`config.mk`:
```
export PLATFORM = sky130hd
export DESIGN_NAME = pipeline_stall_ctrl_flat
export DESIGN_NICKNAME = d
export VERILOG_FILES = /design/src/rtl/pipeline_stall_ctrl_pkg.sv /design/src/rtl/pipeline_stall_ctrl_if.sv /design/src/rtl/pipeline_stall_ctrl_counter.sv /design/src/rtl/pipeline_stall_ctrl.sv /design/src/flat_wrapper.sv
export SDC_FILE = /design/constraint.sdc
export NUM_CORES = 1
export LEC_CHECK = 0
export ABC_AREA = 1
export BUFFER_PORTS_ARGS = -buffer_cell sky130_fd_sc_hd__buf_2
export CORE_ASPECT_RATIO = 0.6
export CORE_MARGIN = 2
export CORE_UTILIZATION = 30
export DETAILED_ROUTE_END_ITERATION = 16
export HOLD_SLACK_MARGIN = 0.08
export PLACE_DENSITY = 0.61
export SLEW_MARGIN = 40
export SYNTH_ARGS = -nofsm -noshare
export SYNTH_HDL_FRONTEND = slang
export SYNTH_HIERARCHICAL = 1
export SYNTH_SLANG_ARGS = --single-unit
```
`constraint.sdc`:
```
create_clock -name clk -period 2.1 [get_ports clk]
set_input_delay 0 -clock clk [delete_from_list [all_inputs] [get_ports clk]]
set_output_delay 0 -clock clk [all_outputs]
set_load 0.02 [all_outputs]
```
`src/rtl/pipeline_stall_ctrl_pkg.sv`:
```
// Shared definitions for the pipeline stall controller: FSM state
// encoding and the default memory-wait watchdog limit.
package pipeline_ctrl_pkg;

    typedef enum logic [1:0] {
        IDLE     = 2'd0,
        RUN      = 2'd1,
        MEM_WAIT = 2'd2
    } state_e;

    localparam int unsigned MEM_TIMEOUT_DEFAULT = 64;

endpackage

```
`src/rtl/pipeline_stall_ctrl_if.sv`:
```
// Control bundle between the core datapath and the pipeline stall
// controller. The master side raises requests and consumes the stage
// enables; the slave side is the controller itself.
interface pipeline_stall_ctrl_if #(
    parameter int unsigned CNT_W = 32
);
    logic             enable;
    logic             hazard;
    logic             branch_taken;
    logic             dmem_req;
    logic             dmem_ready;
    logic             pc_write;
    logic             if_id_write;
    logic             if_id_flush;
    logic             id_ex_bubble;
    logic             ex_mem_write;
    logic             mem_wb_bubble;
    logic             mem_timeout;
    logic [CNT_W-1:0] stall_cycles;
    logic [CNT_W-1:0] flush_count;

    modport master (
        output enable, hazard, branch_taken, dmem_req, dmem_ready,
        input  pc_write, if_id_write, if_id_flush, id_ex_bubble,
               ex_mem_write, mem_wb_bubble, mem_timeout,
               stall_cycles, flush_count
    );

    modport slave (
        input  enable, hazard, branch_taken, dmem_req, dmem_ready,
        output pc_write, if_id_write, if_id_flush, id_ex_bubble,
               ex_mem_write, mem_wb_bubble, mem_timeout,
               stall_cycles, flush_count
    );
endinterface

```
`src/rtl/pipeline_stall_ctrl_counter.sv`:
```
// Generic up-counter with synchronous clear (priority) and increment.
// Wraps modulo 2^W. Used for the memory-wait counter and the
// performance counters.
module ctrl_counter #(
    parameter int unsigned W = 8
) (
    input  logic         clk,
    input  logic         arst_n,
    input  logic         clr,
    input  logic         inc,
    output logic [W-1:0] count
);

    // Count register: clear wins over increment.
    // NOTE: every flop here gets an async reset value; these are plain
    // registers, not a memory array, so resetting them is cheap and keeps
    // the counters deterministic out of reset.
    always_ff @(posedge clk or negedge arst_n) begin
        if (!arst_n) begin
            count <= '0;
        end else if (clr) begin
            count <= '0;
        end else if (inc) begin
            count <= count + W'(1);
        end
    end

endmodule

```
`src/rtl/pipeline_stall_ctrl.sv`:
```
// Central pipeline-control responder for the 5-stage core.
// Turns hazard, taken-branch and data-memory handshake into per-stage
// write enables, flushes and bubbles; holds an IDLE/RUN/MEM_WAIT FSM
// with a sticky memory-wait watchdog.
// Optional feature: define STALL_PERF_CNT_EN to implement the
// stall_cycles / flush_count performance counters (otherwise tied to 0).
module pipeline_stall_ctrl
    import pipeline_ctrl_pkg::*;
#(
    parameter int unsigned MEM_TIMEOUT = MEM_TIMEOUT_DEFAULT,
    parameter int unsigned CNT_W       = 32
) (
    input logic                  clk,
    input logic                  arst_n,
    pipeline_stall_ctrl_if.slave ctrl
);

    localparam int unsigned WAIT_W = $clog2(MEM_TIMEOUT + 1);

    state_e              state;
    logic                mem_timeout_q;
    logic [WAIT_W-1:0]   wait_cnt;
    logic                freeze;
    logic                wait_expired;
    logic                wait_clr;
    logic                wait_inc;
    logic                pc_write;
    logic                if_id_write;
    logic                if_id_flush;
    logic                id_ex_bubble;
    logic                ex_mem_write;
    logic                mem_wb_bubble;

    // Stage controls, combinational from state and this cycle's requests.
    // NOTE: every output gets a default first so no path leaves a value
    // unassigned, which would otherwise infer a latch.
    always_comb begin
        pc_write      = 1'b0;
        if_id_write   = 1'b0;
        if_id_flush   = 1'b0;
        id_ex_bubble  = 1'b1;
        ex_mem_write  = 1'b0;
        mem_wb_bubble = 1'b1;
        freeze        = 1'b0;
        if ((state == RUN && ctrl.dmem_req && !ctrl.dmem_ready) ||
            (state == MEM_WAIT && !ctrl.dmem_ready)) begin
            // Whole pipe holds; MEM/WB gets a bubble, ID/EX keeps its contents.
            freeze       = 1'b1;
            id_ex_bubble = 1'b0;
        end else if (state == RUN || state == MEM_WAIT) begin
            ex_mem_write  = 1'b1;
            mem_wb_bubble = 1'b0;
            if (ctrl.hazard) begin
                // Hold PC and IF/ID, bubble into EX; branch re-resolves next cycle.
                id_ex_bubble = 1'b1;
            end else if (ctrl.branch_taken) begin
                pc_write     = 1'b1;
                if_id_write  = 1'b1;
                if_id_flush  = 1'b1;
                id_ex_bubble = 1'b0;
            end else begin
                pc_write     = 1'b1;
                if_id_write  = 1'b1;
                id_ex_bubble = 1'b0;
            end
        end
    end

    assign wait_clr     = (state == RUN) && freeze;
    assign wait_inc     = (state == MEM_WAIT);
    assign wait_expired = (state == MEM_WAIT) && !ctrl.dmem_ready &&
                          (wait_cnt == WAIT_W'(MEM_TIMEOUT - 1));

    ctrl_counter #(.W(WAIT_W)) u_wait_cnt (
        .clk    (clk),
        .arst_n (arst_n),
        .clr    (wait_clr),
        .inc    (wait_inc),
        .count  (wait_cnt)
    );

    // FSM state and sticky watchdog flag; ready beats timeout in MEM_WAIT.
    // NOTE: sequential state uses non-blocking assignments so every flop
    // samples pre-edge values regardless of statement order.
    always_ff @(posedge clk or negedge arst_n) begin
        if (!arst_n) begin
            state         <= IDLE;
            mem_timeout_q <= 1'b0;
        end else begin
            case (state)
                IDLE: begin
                    if (ctrl.enable && !mem_timeout_q) state <= RUN;
                end
                RUN: begin
                    if (freeze)            state <= MEM_WAIT;
                    else if (!ctrl.enable) state <= IDLE;
                end
                MEM_WAIT: begin
                    if (ctrl.dmem_ready) begin
                        state <= RUN;
                    end else if (wait_expired) begin
                        state         <= IDLE;
                        mem_timeout_q <= 1'b1;
                    end
                end
                default: state <= IDLE;
            endcase
        end
    end

`ifdef STALL_PERF_CNT_EN
    logic stall_inc;
    logic [CNT_W-1:0] stall_cnt;
    logic [CNT_W-1:0] flush_cnt;

    assign stall_inc = (state == RUN || state == MEM_WAIT) && !pc_write;

    ctrl_counter #(.W(CNT_W)) u_stall_cnt (
        .clk    (clk),
        .arst_n (arst_n),
        .clr    (1'b0),
        .inc    (stall_inc),
        .count  (stall_cnt)
    );

    ctrl_counter #(.W(CNT_W)) u_flush_cnt (
        .clk    (clk),
        .arst_n (arst_n),
        .clr    (1'b0),
        .inc    (if_id_flush),
        .count  (flush_cnt)
    );

    assign ctrl.stall_cycles = stall_cnt;
    assign ctrl.flush_count  = flush_cnt;
`else
    assign ctrl.stall_cycles = '0;
    assign ctrl.flush_count  = '0;
`endif

    assign ctrl.pc_write      = pc_write;
    assign ctrl.if_id_write   = if_id_write;
    assign ctrl.if_id_flush   = if_id_flush;
    assign ctrl.id_ex_bubble  = id_ex_bubble;
    assign ctrl.ex_mem_write  = ex_mem_write;
    assign ctrl.mem_wb_bubble = mem_wb_bubble;
    assign ctrl.mem_timeout   = mem_timeout_q;

endmodule

```
`src/flat_wrapper.sv`:
```
// flat-port wrapper written by rule: the top's interface ports become plain ports
module pipeline_stall_ctrl_flat import pipeline_ctrl_pkg::*;
#(
    parameter int unsigned MEM_TIMEOUT = MEM_TIMEOUT_DEFAULT,
    parameter int unsigned CNT_W       = 32
)
  (clk, arst_n, ctrl_enable, ctrl_hazard, ctrl_branch_taken, ctrl_dmem_req, ctrl_dmem_ready, ctrl_pc_write, ctrl_if_id_write, ctrl_if_id_flush, ctrl_id_ex_bubble, ctrl_ex_mem_write, ctrl_mem_wb_bubble, ctrl_mem_timeout, ctrl_stall_cycles, ctrl_flush_count);
  pipeline_stall_ctrl_if #(.CNT_W(CNT_W)) ctrl_i ();
  input logic clk;
  input logic arst_n;
  input wire logic [$bits(ctrl_i.enable)-1:0] ctrl_enable;
  input wire logic [$bits(ctrl_i.hazard)-1:0] ctrl_hazard;
  input wire logic [$bits(ctrl_i.branch_taken)-1:0] ctrl_branch_taken;
  input wire logic [$bits(ctrl_i.dmem_req)-1:0] ctrl_dmem_req;
  input wire logic [$bits(ctrl_i.dmem_ready)-1:0] ctrl_dmem_ready;
  output wire logic [$bits(ctrl_i.pc_write)-1:0] ctrl_pc_write;
  output wire logic [$bits(ctrl_i.if_id_write)-1:0] ctrl_if_id_write;
  output wire logic [$bits(ctrl_i.if_id_flush)-1:0] ctrl_if_id_flush;
  output wire logic [$bits(ctrl_i.id_ex_bubble)-1:0] ctrl_id_ex_bubble;
  output wire logic [$bits(ctrl_i.ex_mem_write)-1:0] ctrl_ex_mem_write;
  output wire logic [$bits(ctrl_i.mem_wb_bubble)-1:0] ctrl_mem_wb_bubble;
  output wire logic [$bits(ctrl_i.mem_timeout)-1:0] ctrl_mem_timeout;
  output wire logic [$bits(ctrl_i.stall_cycles)-1:0] ctrl_stall_cycles;
  output wire logic [$bits(ctrl_i.flush_count)-1:0] ctrl_flush_count;
  assign ctrl_i.enable = ctrl_enable;
  assign ctrl_i.hazard = ctrl_hazard;
  assign ctrl_i.branch_taken = ctrl_branch_taken;
  assign ctrl_i.dmem_req = ctrl_dmem_req;
  assign ctrl_i.dmem_ready = ctrl_dmem_ready;
  assign ctrl_pc_write = ctrl_i.pc_write;
  assign ctrl_if_id_write = ctrl_i.if_id_write;
  assign ctrl_if_id_flush = ctrl_i.if_id_flush;
  assign ctrl_id_ex_bubble = ctrl_i.id_ex_bubble;
  assign ctrl_ex_mem_write = ctrl_i.ex_mem_write;
  assign ctrl_mem_wb_bubble = ctrl_i.mem_wb_bubble;
  assign ctrl_mem_timeout = ctrl_i.mem_timeout;
  assign ctrl_stall_cycles = ctrl_i.stall_cycles;
  assign ctrl_flush_count = ctrl_i.flush_count;
  pipeline_stall_ctrl #(.MEM_TIMEOUT(MEM_TIMEOUT), .CNT_W(CNT_W)) u_core (.clk(clk), .arst_n(arst_n), .ctrl(ctrl_i));
endmodule
```
## Word-level counts from Yosys, hierarchy flattened

Cells that the tools add are included.

- Muxes and demuxes: 23
- Reductions and logical operators: 14
- Eq/ne operators: 6
- Add/sub/neg operators: 1
- Bitwise operators: 1

Operators by type and width:

| cell | count |
|---|---|
| $mux W1 | 15 |
| $mux W7 | 2 |
| $mux W2 | 5 |
| $add A7 B1 Y7 const B | 1 |
| $eq A7 B6 Y1 const B | 1 |
| $logic_and A1 B1 Y1 | 6 |
| $ne A3 B2 Y1 const B | 2 |
| $pmux W2 S3 | 1 |
| $reduce_and A3 Y1 | 2 |
| $eq A2 B1 Y1 const B | 1 |
| $eq A2 B2 Y1 const B | 1 |
| $logic_not A1 Y1 | 2 |
| $logic_not A2 Y1 | 1 |
| $logic_or A1 B1 Y1 | 2 |
| $ne A2 B1 Y1 const B | 1 |
| $reduce_bool A2 Y1 | 1 |
| $not A1 Y1 | 1 |

- Input bits: 7
- Bits in registers: 10
- Output and inout bits: 71
- Word-level logic and storage cells: 48

## Logic depth before layout (Yosys ltp)

Gate-level depths: netlist (run 1).

- Depth after elaboration: 7
- Mapped depth: 11

## Hierarchy

Netlist (run 1), hierarchy kept.

Modules (own cells, without submodules):

| module | cells an instance | instances | area each (um^2) |
|---|---|---|---|
| pipeline_stall_ctrl | 114 | 1 | 822.0 |
| ctrl_counter | 45 | 1 | 370.4 |

## Worst setup path after synthesis (run 1)

OpenSTA, ideal clock, no wires.

- Kind: register -> output
- Start point: reg u_core.state[0]
- End point: out ctrl_pc_write
- Required time: 2.100 ns
- Arrival: 1.733 ns
- Cell stages (with the launch flop): 9
- Buffers on the path: 1
- Setup slack: 0.367 ns
- Path through: dfrtp_1 > inv_1 > ha_1 > nand2_4 > nand2_4 > nor2_4 > inv_2 > nor2_1 > buf_4

- Elaborated cells on any way between the ends: 9
- Those cells by class: eq/ne (2); mux (2); reduce/logical (5)

RTL lines:

| what | RTL line | text |
|---|---|---|
| start: declaration | pipeline_stall_ctrl.sv:20 | `state_e state;` |
| start signal: assignment | pipeline_stall_ctrl.sv:87 | `state <= IDLE;` |
| start signal: assignment | pipeline_stall_ctrl.sv:92 | `if (ctrl.enable && !mem_timeout_q) state <= RUN;` |
| start signal: assignment | pipeline_stall_ctrl.sv:95 | `if (freeze) state <= MEM_WAIT;` |
| $eq A2 B2 Y1 * | n/a |  |
| named net u_core.wait_inc | pipeline_stall_ctrl.sv:26 | `logic wait_inc;` |
| $logic_or A1 B1 Y1 / $logic_and A1 B1 Y1 (equally long branches) | pipeline_stall_ctrl.sv:50, pipeline_stall_ctrl.sv:46 |  |
| $mux W1 / $logic_or A1 B1 Y1 (equally long branches) | pipeline_stall_ctrl.sv:50, pipeline_stall_ctrl.sv:45 |  |
| $mux W1 * | pipeline_stall_ctrl.sv:45 | `if ((state == RUN && ctrl.dmem_req && !ctrl.dmem_ready) \|\|` |
| end: declaration | flat_wrapper.sv:16 | `output wire logic [$bits(ctrl_i.pc_write)-1:0] ctrl_pc_write;` |

Mark *: on every way through the listed nets, which the timed path passes. The rest lies on a longest branch.

## Worst setup path in the final report (run 1)

- Start point: reg u_core.state[0]
- End point: reg u_core.u_wait_cnt.count[3]

- Elaborated cells on any way between the ends: 10
- Those cells by class: eq/ne (2); mux (2); reduce/logical (6)

RTL lines:

| what | RTL line | text |
|---|---|---|
| $eq A2 B2 Y1 * | pipeline_stall_ctrl.sv:70 | `assign wait_inc = (state == MEM_WAIT);` |
| named net u_core.wait_inc | pipeline_stall_ctrl.sv:26 |  |
| $logic_and A1 B1 Y1 * | pipeline_stall_ctrl.sv:46 | `(state == MEM_WAIT && !ctrl.dmem_ready)) begin` |
| $logic_or A1 B1 Y1 * | pipeline_stall_ctrl.sv:45 |  |
| $mux W1 * | pipeline_stall_ctrl.sv:45 |  |
| $logic_and A1 B1 Y1 * | pipeline_stall_ctrl.sv:69 | `assign wait_clr = (state == RUN) && freeze;` |
| named net u_core.wait_clr | pipeline_stall_ctrl.sv:25 | `logic wait_clr;` |
| $mux W7 / $reduce_bool A2 Y1 (equally long branches) | n/a |  |
| end signal: assignment | pipeline_stall_ctrl_counter.sv:24 | `count <= count + W'(1);` |
| end: declaration | pipeline_stall_ctrl_counter.sv:11 | `output logic [W-1:0] count` |

Marked as above.
A chain may end at the register's enable or synchronous reset.

==> impl_results.md, run 1 <==
* Status: complete, no violations
* Die Footprint at 4510 um2
* CP max stage delay at 0.39 ns
* CP Launch Type: flop
* Slowest CP cell: dfrtp_1
* Hold violation count in the final report at 0
* # DRC at 0
* Post-synthesis adder-cell area fraction at 0.0525
* Worst hold path type: input port to flop
* Initial antenna violation count at 0
* Fin nets at 188
* Multi-input gate area at 638 um2
* Clock Latency Late Sink at 0.24 ns
* Seq. cell area at 250 um2
* Vias in the first global route at 546
* Setup-failing EPs final at 0
* Clk_skew at 0.00385 ns
* Synth Area in Simple Gates at 0.235
* PwrDens at 492 nW/um2
* Area grow syn2layout at -5.25%
* Critical path depth at 10
* Critical path data required time at 2.22 ns
* Antenna violation net count after detailed routing at 0
* Dpl cell area at 1060 um2
* Root Buffer: clkbuf_8
* Cell depth of the worst flop-to-flop path at 10
* Yosys top cell area share at 0.409
* Drt total wl at 1.71 mm
* Via/cell ratio at 3.41
* Half-perimeter wire length after placement at 1.47 mm
* Worst Path Buf+Inv at 3
* First-pass GRT wire length at 2.49 mm
* Largest net degree at the start of global routing at 11
* MaxCap Viol Count at 0
* DIE HEIGHT at 52.8 um
* Hold depth at 4
* GRT overflow at 0
* EDFF count, synth at 0
* Compound-cell area share of the yosys netlist at 0.0462
* WP data arrival at 1.88 ns
* Largest family of logic cells by synthesized area: buffers and inverters
* TritonCTS buffer count at 3
* All-layer global routing usage at 0.0711
* RSZ-0062 raised after global routing: no
* Routed vias at 757
* Post-Syn Area at 1190 um2
* Worst path cell trace: inv_1, ha_1, nand2_4, nand2_4, nand2_1, inv_1, nor2_4, inv_2, a21oi_1, nor2_1
* Fmax at 569 MHz
* Top cell type by total area after synthesis: buf_4
* Drt pass-1 iters at 5
* Final Cycle Share at 0.837
* XOR/XNOR share of the synthesized area at 0
* Leakage at 0.661 nW
* Seq cells post-synth at 10
* YS warnings at 6
* Final setup TNS at 0 ns
* Row count at 17
* Top cells by area, synth: buf_4 (41%), dfrtp_1 (21%), nand2_1 (6.9%), ha_1 (5.2%), nor2_1 (3.5%)
* Number of DRC markers in iteration 0 at 42
* Setup crit end kind: flop
* Post-synth top flop: dfrtp_1
* IO buf count at 13
* Critical path fanouts, max at 7
* CTS clock-pin slew for the worst setup and hold paths at 0.05 ns
* WL/cell at 7.71 um
* Fill cells at 405
* Ant diodes at 0
* CTS H-tree lvls at 1
* Final hold slack at 0.0961 ns
* Final worst path period need at 1.76 ns
* Mean Syn Cell Area at 7.50 um2
* WS Path Type: flop to flop
* Final Wtd Congestion at 0.751
* Initial Util at 0.319
* CTS tree: done
* Post-Synthesis Cells at 159
* Final design instance area without fill at 1130 um2
* # IOs at 78
* Family with the most delay on the worst path: simple AND/OR/NAND/NOR gates
* VDD IR max at 177 uV
* Setup Buffers After CTS at 0
* Pins Over Slew Limit at 0
* Floorplan core area at 3740 um2
* Sequential area share after synthesis at 0.210
* Layout cells sized above 1 at 0.183
* CTS Buffer Depth at 2
* M1 GR Usage at 0.103
* Mux cell area share after synthesis at 0
* Clk sinks at 10
* Fraction of registers with async set/reset at 1.00
* Unique masters post-synth at 19
* Grt met3 use at 0.0346
* Global Route met2 Usage at 0.0990
* Pwr Total at 0.556 mW
* Die width at 85.4 um
* Gr busiest metal: met1
## path summary, 6_finish.rpt
path | slack, ns | to | from
max | 0.34 | u_core/u_wait_cnt/count[3] | u_core/state[0]
min | 0.1 | u_core/ctrl.mem_timeout | ctrl_dmem_ready
max reg2reg | 0.34 | u_core/u_wait_cnt/count[3] | u_core/state[0]
min reg2reg | 0.49 | u_core/ctrl.mem_timeout | u_core/ctrl.mem_timeout
max in group asynchronous | 1.74 | u_core/state[0] | arst_n
min in group asynchronous | 0.16 | u_core/state[1] | arst_n
## worst reg2reg max path: cells and delay by family, from the launching register on
kind                       cells  cell delay, ns
AOI/OAI and AO/OA              1            0.16
adders and majority gates      1            0.33
DFF                            1            0.39
buffers and inverters          3            0.24
and+or+nand+nor                5            0.53
## where the power goes
part | internal, mW | total, mW | switching (mW)
Sequential | 0.193 | 0.193 | 0
Clock | 0.165 | 0.248 | 0.0830
Combinational | 0.00594 | 0.115 | 0.109
Total | 0.364 | 0.556 | 0.192
## what timing repair did
item                                    in CTS  in global routing
hold buffers                                 1                  0
endpoints found under the setup margin       0                  0
endpoints found under the hold margin       10                  0
resized for setup                            0                  0
## logic make-up (layout without fill, tap and decap cells)
group	count (synthesis)	after routing
AND/OR/NAND/NOR	53	53
AO/OA/AOI/OAI	11	11
flip-flops	10	10
buffers and inverters	79	32
adder cells (fa/ha/maj)	5	5
other	1	64
## cells in the mapped netlist, types with 3 or more instances
| library cell | instances |
|---|---|
| ha_1 | 5 |
| dfrtp_1 | 10 |
| nand3_1 | 7 |
| nand2_1 | 22 |
| nor2_1 | 11 |
| nor2_2 | 3 |
| buf_4 | 65 |
| inv_1 | 10 |
| inv_2 | 4 |
| a21oi_1 | 8 |
| nor2_4 | 3 |
## flip-flops by register name, summed over array words and instances, names as in the netlist
register,cells
u_core/state,2
u_core/ctrl.mem_timeout,1
u_core/u_wait_cnt/count,7
## per-stage QoR
stage	utilization	worst slack (ns)	std cells
after floorplan	-	0.367	222
after global placement	0.284	0.362	217
after detailed placement	0.284	0.333	217
after CTS	0.302	0.327	222
after global routing	0.302	0.165	222
final	0.302	0.342	222
## area by class of cell
type                            count  area share
Sequential cell                    10       0.221
Tap cell                           47      0.0520
Clock buffer                        4      0.0487
Multi-Input combinational cell    133       0.565
Timing Repair Buffer               14      0.0664
Inverter                           14      0.0465
## cells in the final DEF (no fill, tap or decap), drive strengths merged
master       count
nand3            9
buf             13
nor2            17
nand4            1
clkbuf           4
nand2           24
dfrtp           10
nand3b           1
ha               5
conb            64
dlygate4sd3      1
a21oi            8
o21ai            3
nor3b            1
inv             14
## layer usage
| layer | share of wire | wire, um |
|---|---|---|
| met1 | 0.45 | 769 |
| met2 | 0.43 | 728 |
| met3 | 0.12 | 213 |
| met4 | 0 | 0 |
| met5 | 0 | 0 |
Power figures use the tool's default switching activity.
==> run 2: changes to the inputs <==
- ABC_AREA: 1 -> 0
- PLACE_DENSITY: 0.61 -> 0.65
- clock period: 2.1 -> 1.55 ns (I/O delays scaled with it)
==> impl_results.md, run 2 <==
* Drt total wl at 1.79 mm
* Clk sinks at 10
* Worst Path Buf+Inv at 2
* Clock Latency Late Sink at 0.24 ns
* Dpl cell area at 1010 um2
* Hold violation count in the final report at 0
* Setup crit end kind: output port
* Most numerous cell in the Yosys netlist: buf_4
* # DRC at 0
* Antenna violation net count after detailed routing at 0
* Worst hold path type: input port to flop
* Drt pass-1 iters at 4
* PwrDens at 595 nW/um2
* Top Layer Used: met4
* Half-perimeter wire length after placement at 1.39 mm
* RSZ-0062 raised after global routing: yes
* Final Wtd Congestion at 0.818
* Most frequent CP cell: buf_6
* Family with the most delay on the worst path: flip-flops
* Final Non-Filler Cells at 199
* Met1 Routed Length at 789 um
* Most frequent cells in the layout: conb_1 (64), buf_2 (12), dfrtp_1 (10)
* Slowest CP cell: dfrtp_1
* WL/cell at 8.99 um
* Status: complete, no violations
* Fmax at 659 MHz
* Worst Min Path Start: ctrl_dmem_ready
* Reg2reg end: u_core/state[1]
* VDD IR max at 218 uV
* WP data arrival at 1.52 ns
* Final Worst Setup Slack at 0.0321 ns
* GRT overflow at 0
* Hold EP: u_core/ctrl.mem_timeout
* YS warnings at 6
* CP Launch Type: flop
* Fin nets at 168
* WS Path Type: flop to output port
* Root Buffer: clkbuf_8
* Post-Syn Area at 1090 um2
* TritonCTS buffer count at 3
* Via/cell ratio at 3.46
* Initial antenna violation count at 0
* Detail Route met2 WL at 864 um
* Routed vias at 689
* Die Footprint at 4140 um2
* Layout cells sized above 1 at 0.266
* Worst slack at placement at -0.0235 ns
* # IOs at 78
* Largest net degree at the start of global routing at 11
* Post-synth top flop: dfrtp_1
* Max reg flops at 7
* Met3 WL at 126 um
* Area grow syn2layout at 7.47%
* R2r startpoint: u_core/state[0]
* Post-synth top cells: buf_4 (65), dfrtp_1 (10), nor2_1 (10)
* Clk_skew at 0.00220 ns
* First-pass GRT wire length at 2.47 mm
* Hold depth at 2
* Critical path fanouts, max at 3
* Number of DRC markers in iteration 0 at 24
* Unique masters post-synth at 23
* Top cells by area, synth: buf_4 (45%), dfrtp_1 (23%), ha_1 (5.7%), nor2_1 (3.4%), inv_1 (2.4%)
* Sequential area share after synthesis at 0.230
* Largest Register: u_core/u_wait_cnt/count
* Floorplan core area at 3360 um2
* Post-Synthesis Cells at 129
* CP max stage delay at 0.40 ns
* DP Cell Count at 189
* Setup-failing EPs final at 0
* CTS tree: done
* Fraction of registers with async set/reset at 1.00
* CTS Buffer Depth at 2
* Worst path cell trace: buf_6, ha_4, a21oi_4, o21ai_2, nor2_2, and2_4, buf_6
* MaxCap Viol Count at 0
* Final worst path period need at 1.52 ns
* CTS H-tree lvls at 1
* DIE HEIGHT at 50.7 um
* Die width at 81.8 um
* Ant diodes at 0
* Final Cycle Share at 0.979
* Mean Syn Cell Area at 8.44 um2
* Critical path data required time at 1.55 ns
* Pins Over Slew Limit at 0
* Cell depth of the worst flop-to-flop path at 6
* Final core utilization at 0.348
* Leakage at 0.610 nW
* Final design instance area without fill at 1170 um2
* Yosys top cell area share at 0.448
* CTS clock-pin slew for the worst setup and hold paths at 0.05 ns
* R2R setup slack at 0.04 ns
* Top cell type by total area after synthesis: buf_4
* Row count at 16
* Vias in the first global route at 525
* IO buf count at 13
* Commonest non-fill, non-tap cell in the layout: conb_1
* Initial Util at 0.324
* Seq cells post-synth at 10
* EDFF count, synth at 0
* All-layer global routing usage at 0.0818
## run 2: changes by cell type in the layout (fill, tap and decap cells not counted), moves of 3 or more
cell,delta
nor2_1,-3
nand3_1,-6
buf_4,+9
inv_1,-6
nand2_1,-19
a21oi_1,-4
xor2_1,+3
## run 2: cell families after synthesis
family / share of synthesized area
buffers and inverters: 0.472
adders and majority gates: 0.0575
and+or+nand+nor: 0.0989
muxes: 0.0299
AOI/OAI and AO/OA: 0.0759
DFF: 0.230
xor gates and xnor gates: 0.0322
other: 0.00344
## run 2: power by group
group | leakage (nW) | internal (mW) | switching, mW
Combinational | 0.491 | 0.0104 | 0.153
Clock | 0.0216 | 0.170 | 0.101
Sequential | 0.0979 | 0.262 | 0
Total | 0.610 | 0.442 | 0.254
## run 2: layout make-up
| cell class | count | area [um2] |
|---|---|---|
| fillers | 367 | 2190 |
| inverters | 7 | 26.3 |
| clock buffers | 3 | 41.3 |
| flip-flops and latches | 10 | 250 |
| multi-input cells | 110 | 636 |
| repair buffers | 24 | 160 |
| well taps | 45 | 56.3 |
## run 2: worst max-delay path by stage
stage	end	from	cells after the start	slack, ns
6_report	ctrl_if_id_flush	u_core/state[0]	7	0.03
4_1_cts	u_core/state[1]	u_core/state[0]	5	-0.03
3_5_place_dp	u_core/state[1]	u_core/state[0]	5	-0.02
5_1_grt	ctrl_if_id_flush	u_core/state[1]	6	-0.06
2_1_floorplan	ctrl_if_id_flush	u_core/state[1]	6	0.01
3_3_place_gp	u_core/state[1]	u_core/state[0]	5	0.02
## run 2: through the flow
stage	power (mW)	hold WS, ns	TNS [ns]
finish	0.696	0.128	0
global route	0.737	0.131	-0.0986
CTS	0.695	0.119	-0.0846
detailed placement	0.419	-0.120	-0.0444
global placement	0.419	-0.127	0
floorplan	0.526	-0.296	0
## run 2: per-layer routing
metal  global-route usage  vias to the layer above
met4               0.0333                        0
met2                0.103                       30
met1                0.116                      321
li1                     -                      336
met3               0.0396                        2
met5                    0                        -
## run 2: what timing repair did
action,CTS,global route
hold endpoints to repair,10,0
hold buffers,1,0
buffers inserted,2,4
pin swaps,4,10
endpoints found under the setup margin,5,9
resized for setup,7,9
## run 2: worst register-to-register path, stage by stage (launching register included)
cell	delay [ns]
dfrtp_1	0.40
inv_2	0.08
ha_4	0.20
nor2_4	0.05
o211ai_2	0.17
o311ai_4	0.16
mux2_4	0.33
==> run 3: changes to the inputs <==
- CORE_ASPECT_RATIO: 0.6 -> 0.7
- CORE_MARGIN: 2 -> unset
==> impl_results.md, run 3 (synthesized netlist as in run 2, its figures left out) <==
* Status: complete, no violations
* First-pass GRT wire length at 2.23 mm
* Antenna violation net count after detailed routing at 0
* # DRC at 0
* Final core utilization at 0.360
* Worst Min Path Start: ctrl_dmem_ready
* GRT overflow at 0
* CTS clock-pin slew for the worst setup and hold paths at 0.05 ns
* Largest Register: u_core/u_wait_cnt/count
* Setup-failing EPs final at 0
* # IOs at 78
* Clk_skew at 0.00252 ns
* Routed vias at 685
* Final Cycle Share at 0.976
* R2R setup slack at 0.05 ns
* Fmax at 661 MHz
* Global Route met2 Usage at 0.109
* Die width at 74.0 um
* MaxCap Viol Count at 0
* Number of DRC markers in iteration 0 at 20
* CP Launch Type: flop
* Worst hold path type: input port to flop
* Hold EP: u_core/ctrl.mem_timeout
* Final hold slack at 0.123 ns
* Die Footprint at 3880 um2
* Largest net degree at the start of global routing at 11
* Leakage at 0.614 nW
* Max reg flops at 7
* Drt total wl at 1.62 mm
* Vias in the first global route at 494
* Layout cells sized above 1 at 0.271
* Cell depth of the worst flop-to-flop path at 5
* CTS H-tree lvls at 1
* Final design instance area without fill at 1190 um2
* Ant diodes at 0
* Clk sinks at 10
* Initial Util at 0.330
* Floorplan core area at 3300 um2
* WS Path Type: flop to output port
* Final worst path period need at 1.51 ns
* Pwr Total at 0.687 mW
* Fill cells at 349
* VDD IR max at 306 uV
* PwrDens at 578 nW/um2
* Area grow syn2layout at 9.08%
* CTS tree: done
* Hold violation count in the final report at 0
* DIE HEIGHT at 52.4 um
* CTS Buffer Depth at 2
* Most frequent cells in the layout: conb_1 (64), buf_2 (12), buf_4 (10), dfrtp_1 (10), nor2_1 (8)
* Gr busiest metal: met2
* Reg2reg end: u_core/state[0]
* Initial antenna violation count at 0
* Row count at 17
* WP data arrival at 1.51 ns
* Half-perimeter wire length after placement at 1.24 mm
* Final Wtd Congestion at 0.717
* WL/cell at 8.01 um
* Fin nets at 169
* DP Cell Count at 193
* RSZ-0062 raised after global routing: yes
* All-layer global routing usage at 0.0791
* Via/cell ratio at 3.39
* Hold depth at 2
* TritonCTS buffer count at 3
* Setup crit end kind: output port
* Root Buffer: clkbuf_8
* IO buf count at 13
* M1 GR Usage at 0.102
* Dpl cell area at 1030 um2
* Critical path fanouts, max at 3
* Clock Latency Late Sink at 0.23 ns
* Critical path data required time at 1.55 ns
* Pins Over Slew Limit at 0
* Drt pass-1 iters at 4
* Final Non-Filler Cells at 202
* Grt met3 use at 0.0423
* Commonest non-fill, non-tap cell in the layout: conb_1
* R2r startpoint: u_core/state[0]
-- run 3: changes by cell type in the layout (fill, tap and decap cells not counted), sizes merged --
cell,change
buf,+1
-- run 3: area by class of cell --
type	count	area, um2	area share
inverters	7	26.3	0.0221
multi-input cells	110	643	0.542
clock buffers	3	41.3	0.0348
flip-flops and latches	10	250	0.211
repair buffers	25	168	0.141
well taps	47	58.8	0.0495
-- run 3: worst max-delay path by stage --
stage	startpoint	endpoint	slack, ns	depth (start not counted)
final	u_core/state[0]	ctrl_if_id_flush	0.04	7
after global routing	u_core/state[1]	ctrl_if_id_flush	-0.05	7
after CTS	u_core/state[0]	ctrl_if_id_flush	-0.02	7
after detailed placement	u_core/state[0]	u_core/state[0]	-0.009	5
after global placement	u_core/state[0]	u_core/state[1]	0.03	5
after floorplan	u_core/state[1]	ctrl_if_id_flush	0.01	6
-- run 3: where the power goes --
part / leakage, nW / switching, mW / total [mW] / internal (mW)
logic: 0.494 / 0.152 / 0.162 / 0.00976
clock network: 0.0216 / 0.0935 / 0.263 / 0.169
registers: 0.0979 / 0 / 0.262 / 0.262
-- run 3: critical path, stage by stage (launching register included) --
cell and delay (ns):
dfrtp_1 0.39, buf_6 0.14, ha_4 0.17, a21oi_4 0.13, o21ai_2 0.08, nor2_2 0.11, and2_4 0.15, buf_6 0.10
-- run 3: layer usage --
metal  wire [um]  share of wire  vias to the layer above
li1            -              -                      338
met1         709           0.44                      315
met2         792           0.49                       30
met3         107          0.066                        2
met4          10         0.0062                        0
met5           0              0                        -
-- run 3: repair_timing --
item / in CTS / in global routing
hold buffers: 1 / 0
setup buffers: 2 / 3
gates resized for setup: 11 / 4
endpoints found under the setup margin: 5 / 7
hold endpoints to repair: 10 / 0
pin swaps: 5 / 6
-- run 3: per-stage QoR --
stage	setup TNS [ns]	worst slack, ns
floorplan	0	0.0148
global placement	0	0.0339
detailed placement	-0.0132	-0.00894
CTS	-0.0193	-0.0193
global route	-0.0519	-0.0512
finish	0	0.0366
